File: src/rtl/alu_issue.sv
// alu_issue: RV32I decode/issue stage feeding the ALU through a 2-entry registered skid buffer.
module alu_issue (
  input  logic        clk,
  input  logic        rst,
  input  logic        in_valid,
  output logic        in_ready,
  input  logic [31:0] in_instr,
  input  logic [31:0] in_pc,
  input  logic [31:0] in_rs1_data,
  input  logic [31:0] in_rs2_data,
  output logic        out_valid,
  input  logic        out_ready,
  output logic [3:0]  out_opcode,
  output logic [31:0] out_alu_a,
  output logic [31:0] out_alu_b,
  output logic [4:0]  out_rd,
  output logic        out_wen,
  output logic        out_ls,
  output logic        out_illegal
);
  typedef enum logic [1:0] {EMPTY, ONE, FULL} state_t;
  typedef struct packed {
    logic [3:0]  opcode;
    logic [31:0] a;
    logic [31:0] b;
    logic [4:0]  rd;
    logic        wen;
    logic        ls;
    logic        illegal;
  } entry_t;
  localparam logic [3:0] OP_ADD = 4'd1;
  state_t state_q, state_d;
  entry_t dec, out_q, out_d, skid_q, skid_d;
  logic [2:0] f3;
  logic [6:0] f7;
  logic alt_r, alt_i, legal, accept, drain;
  logic [31:0] imm_i, imm_s, imm_u;
  assign f3 = in_instr[14:12];
  assign f7 = in_instr[31:25];
  assign alt_r = f7 == 7'h20;
  assign alt_i = alt_r && f3 == 3'd5;
  assign imm_i = {{20{in_instr[31]}}, in_instr[31:20]};
  assign imm_s = {{20{in_instr[31]}}, in_instr[31:25], in_instr[11:7]};
  assign imm_u = {in_instr[31:12], 12'b0};
  function automatic logic [3:0] alu_op(input logic [2:0] f, input logic alt);
    case (f)
      3'd0:    alu_op = alt ? 4'd2 : 4'd1;
      3'd1:    alu_op = 4'd6;
      3'd2:    alu_op = 4'd9;
      3'd3:    alu_op = 4'd10;
      3'd4:    alu_op = 4'd5;
      3'd5:    alu_op = alt ? 4'd7 : 4'd8;
      3'd6:    alu_op = 4'd4;
      default: alu_op = 4'd3;
    endcase
  endfunction
  always_comb begin
    dec = '0;
    dec.rd = in_instr[11:7];
    legal = 1'b1;
    case (in_instr[6:0])
      7'b0110011: begin
        dec.opcode = alu_op(f3, alt_r);
        dec.a = in_rs1_data;
        dec.b = in_rs2_data;
        dec.wen = 1'b1;
        legal = f7 == 7'h00 || (alt_r && (f3 == 3'd0 || f3 == 3'd5));
      end
      7'b0010011: begin
        dec.opcode = alu_op(f3, alt_i);
        dec.a = in_rs1_data;
        dec.b = (f3 == 3'd1 || f3 == 3'd5) ? {27'b0, in_instr[24:20]} : imm_i;
        dec.wen = 1'b1;
        legal = f3 == 3'd1 ? f7 == 7'h00 : f3 == 3'd5 ? (f7 == 7'h00 || alt_r) : 1'b1;
      end
      7'b0110111: begin
        dec.opcode = OP_ADD;
        dec.b = imm_u;
        dec.wen = 1'b1;
      end
      7'b0010111: begin
        dec.opcode = OP_ADD;
        dec.a = in_pc;
        dec.b = imm_u;
        dec.wen = 1'b1;
      end
      7'b0000011: begin
        dec.opcode = OP_ADD;
        dec.a = in_rs1_data;
        dec.b = imm_i;
        dec.ls = 1'b1;
        dec.wen = 1'b1;
      end
      7'b0100011: begin
        dec.opcode = OP_ADD;
        dec.a = in_rs1_data;
        dec.b = imm_s;
        dec.ls = 1'b1;
      end
      default: legal = 1'b0;
    endcase
    if (!legal) begin
      dec = '0;
      dec.rd = in_instr[11:7];
      dec.illegal = 1'b1;
    end
    if (dec.rd == 5'd0) dec.wen = 1'b0;
  end
  // ready depends only on the state register, never on out_ready
  assign in_ready = state_q != FULL;
  assign out_valid = state_q != EMPTY;
  assign accept = in_valid && in_ready;
  assign drain = out_valid && out_ready;
  always_comb begin
    state_d = state_q;
    out_d = out_q;
    skid_d = skid_q;
    case (state_q)
      EMPTY: begin
        if (accept) begin
          out_d = dec;
          state_d = ONE;
        end
      end
      ONE: begin
        if (accept && drain) out_d = dec;
        else if (accept) begin
          skid_d = dec;
          state_d = FULL;
        end else if (drain) state_d = EMPTY;
      end
      default: begin
        if (drain) begin
          out_d = skid_q;
          state_d = ONE;
        end
      end
    endcase
  end
  always_ff @(posedge clk) begin
    if (rst) begin
      state_q <= EMPTY;
      out_q <= '0;
      skid_q <= '0;
    end else begin
      state_q <= state_d;
      out_q <= out_d;
      skid_q <= skid_d;
    end
  end
  assign out_opcode = out_q.opcode;
  assign out_alu_a = out_q.a;
  assign out_alu_b = out_q.b;
  assign out_rd = out_q.rd;
  assign out_wen = out_q.wen;
  assign out_ls = out_q.ls;
  assign out_illegal = out_q.illegal;
endmodule

File: config.mk
export PLATFORM = sky130hd
export DESIGN_NAME = alu_issue
export DESIGN_NICKNAME = d
export VERILOG_FILES = /design/src/rtl/alu_issue.sv
export SDC_FILE = /design/constraint.sdc
export NUM_CORES = 1
export LEC_CHECK = 0
export ABC_AREA = 1
export CELL_PAD_IN_SITES_DETAIL_PLACEMENT = 0
export CELL_PAD_IN_SITES_GLOBAL_PLACEMENT = 2
export CORE_UTILIZATION = 22
export CTS_CLUSTER_SIZE = 10
export DETAILED_ROUTE_END_ITERATION = 8
export PLACE_DENSITY = 0.76
export SLEW_MARGIN = 20
export SYNTH_ARGS = -nofsm -noshare
export SYNTH_HDL_FRONTEND = slang
export SYNTH_SLANG_ARGS = --single-unit
File: constraint.sdc
create_clock -name clk -period 1.5 [get_ports clk]
set_input_delay 0.3 -clock clk [delete_from_list [all_inputs] [get_ports clk]]
set_output_delay 0.3 -clock clk [all_outputs]
set_load 0.05 [all_outputs]
==> flow_metrics.py <==
metrics = {
    "outcome": {
        "outcome": "finished clean",
    },
    "clock_network": {
        "cts_buffer_depth": 2,
        "htreeDepth": 4,
        "path_clk_slew_ps": 70,
        "insertion_delay_ps": 420,
        "cts_tree": "done",
        "ctsHoldBuffers": 0,
        "numCtsBuffers": 17,
        "cts.sinks": 154,
        "cts_root_buffer": "clkbuf_16",
    },
    "synth": {
        "async_reset_ff_frac": 0,
        "yosys_warnings": 0,
        "synth_most_common_cell": "nand2_1",
        "syn_area_mm2": 0.00747,
        "yosysTopAreaCell": "dfxtp_1",
        "synthTopCellsByArea": "dfxtp_1 (41%), nand2_1 (21%), a21oi_1 (9.6%)",
        "synthCells": 1168,
        "synth-seq-area-share": 0.413,
        "synth_top_flop_cell": "dfxtp_1",
        "yosys.area.top_type_share": 0.413,
        "syn_area_per_cell_um2": 6.40,
        "synth_edf_count": 0,
        "ys_ff_latch": 154,
        "synth_nets": 1300,
        "synth_commonest_cells": "nand2_1 (419), dfxtp_1 (154), a21oi_1 (144)",
        "synth.distinct_cells": 27,
    },
    "sta": {
        "grt_setup_unrepaired": "true",
        "hold_violations": 0,
        "worst_slew_pin_slew_ps": 438,
        "whs_ps": 195,
        "fmax_mhz": 673,
        "setup_viol": 0,
        "finalMaxSlewViolations": 0,
        "max-slew-margin-rel": 0.708,
        "fin_ws_ps": 13.3,
        "min_period_ps": 1490,
        "fin_skew_ps": 8.24,
        "timing.final.crit_share": 0.991,
    },
    "floorplanning": {
        "die_y_um": 186,
        "core_mm2": 0.0334,
        "io_pins": 210,
        "fp-row-count": 67,
        "start_util": 0.223,
        "die_area_mm2": 0.0347,
        "chipWidth_um": 186,
    },
    "placed_design": {
        "gp_congestion": 0.805,
        "place_area_mm2": 0.0117,
        "pre_cts_ws_ps": -877,
        "dp_hpwl_um": 21200,
        "io_buffers": 209,
    },
    "detailed_routing": {
        "first_iter_violations": 491,
        "first_pass_iters": 8,
        "vias": 8620,
        "postRouteAntennaNets": 0,
        "routed_wl_um": 32000,
        "viasPerCell": 4.54,
        "wl_per_cell_um": 16.9,
        "drc": 0,
    },
    "grt": {
        "track_usage": 0.177,
        "antenna_found_initial": 0,
        "grt_pass1_wl_um": 46600,
        "grt_pass1_vias": 8247,
        "grt_max_degree": 55,
        "grt_overflow": 0,
    },
    "power": {
        "p_leak_nw": 5.78,
        "powerDensity_mw_per_mm2": 805,
        "ir_drop_mv": 0.818,
    },
    "flow_run": {
        "maxCapViolations": 0,
    },
    "critical_path": {
        "worstSetupPathType": "primary input to flop",
        "cp-end-kind": "flop",
        "cp_common_cell": "nand2_2",
        "worstPathMaxFanout": 8,
        "cpPeakStageDelay_ps": 270,
        "critPathArrivalTime_ps": 1840,
        "critPathTopFamily": "simple AND/OR/NAND/NOR gates",
        "worstPathCellList": "buf_8 -> nand2_8 -> nor2_4 -> nand2_2 -> nor3_4 -> nand2_2 -> nand3_4 -> buf_12 -> clkbuf_16 -> nand2_4 -> nand2_2 -> nand2_1 -> a21oi_1",
        "worst_path_max_delay_cell": "nor3_4",
        "cp-start-kind": "primary input",
        "required_ps": 1850,
        "path_buf_inv": 3,
    },
    "worst_hold_path": {
        "hold_path_class": "primary input to flop",
    },
    "cells_and_area": {
        "final_nets": 1570,
        "fin_area_mm2": 0.0133,
        "syn_to_final_growth_pct": 77.8,
        "drive_above_1_share": 0.282,
        "n_antenna_cell": 0,
        "post-route-util": 0.397,
    },
}
==> sequential cells by signal, indices dropped and copies added, names as in the netlist <==
name,count
out_ls,1
out_opcode,4
skid_q,76
out_wen,1
state_q,2
out_alu_b,32
out_illegal,1
out_alu_a,32
out_rd,5
==> timing repair <==
action	CTS	global route
pin swaps	10	38
endpoints found under the setup margin	145	148
buffers inserted	10	6
hold endpoints to repair	0	0
cloned	4	9
resized for setup	66	168
==> tightest hold or removal path, cell delays in order <==
cell	delay, ps
dlymetal6s2s_1	110
nor2_1	70
inv_1	50
a21oi_1	50
==> per-layer routing <==
layer  global-route usage  routed length (µm)  vias to the layer above
met4               0.0482                 548                        0
li1                     -                   -                     4341
met1                0.235               14700                     3976
met3               0.0413                2050                       33
met5                    0                   0                        -
met2                0.285               14700                      270
==> kinds of logic after synthesis <==
group                  count (synthesis)  synth area share
and+or+nand+nor                      612             0.330
AOI/OAI and AO/OA                    246             0.176
DFF                                  154             0.413
buffers and inverters                156            0.0809
==> through the flow <==
step | setup TNS, ps | power [mW] | cells
2_1_floorplan | -4250 | 5.01 | 1168
3_3_place_gp | -99750 | 6.00 | 1838
3_5_place_dp | -106690 | 5.99 | 1838
4_1_cts | -6.52 | 10.7 | 1883
5_1_grt | -751 | 11.1 | 1898
6_report | 0 | 10.7 | 1898
==> area by class of cell <==
| cell class | count | area, µm² |
|---|---|---|
| fill | 3442 | 20200 |
| multi-input combinational | 858 | 4370 |
| timing repair buffer | 336 | 4360 |
| clock inverter | 12 | 163 |
| clock buffer | 19 | 453 |
| sequential | 154 | 3090 |
| tap | 448 | 561 |
| inverter | 71 | 287 |
==> final timing paths <==
check         startpoint            end  slack, ps  cells past startpoint
max          in_instr[0]  out_alu_a[19]         10                     13
min            out_ready     state_q[0]        190                      4
max reg2reg   state_q[1]     skid_q[62]         50                      7
min reg2reg   skid_q[48]     skid_q[48]        480                      2
==> layout by cell type, fill, tap and decap left out, types with 44 or more instances in the layout <==
master | netlist | routed
nand2_1 | 419 | 340
dfxtp_1 | 154 | 152
a21oi_1 | 144 | 113
clkdlybuf4s50_1 | 0 | 112
buf_12 | 0 | 103
nand3_1 | 98 | 87
buf_4 | 0 | 80
nor2_1 | 82 | 71
nand2_2 | 0 | 61
inv_1 | 64 | 57
o21ai_0 | 47 | 44
==> power by group <==
group	total (mW)	switching, mW	internal [mW]
clock network	4.59	1.87	2.72
registers	4.24	0.0666	4.17
logic	1.87	0.961	0.904
total	10.7	2.90	7.80
(Power assumes the default switching activity.)
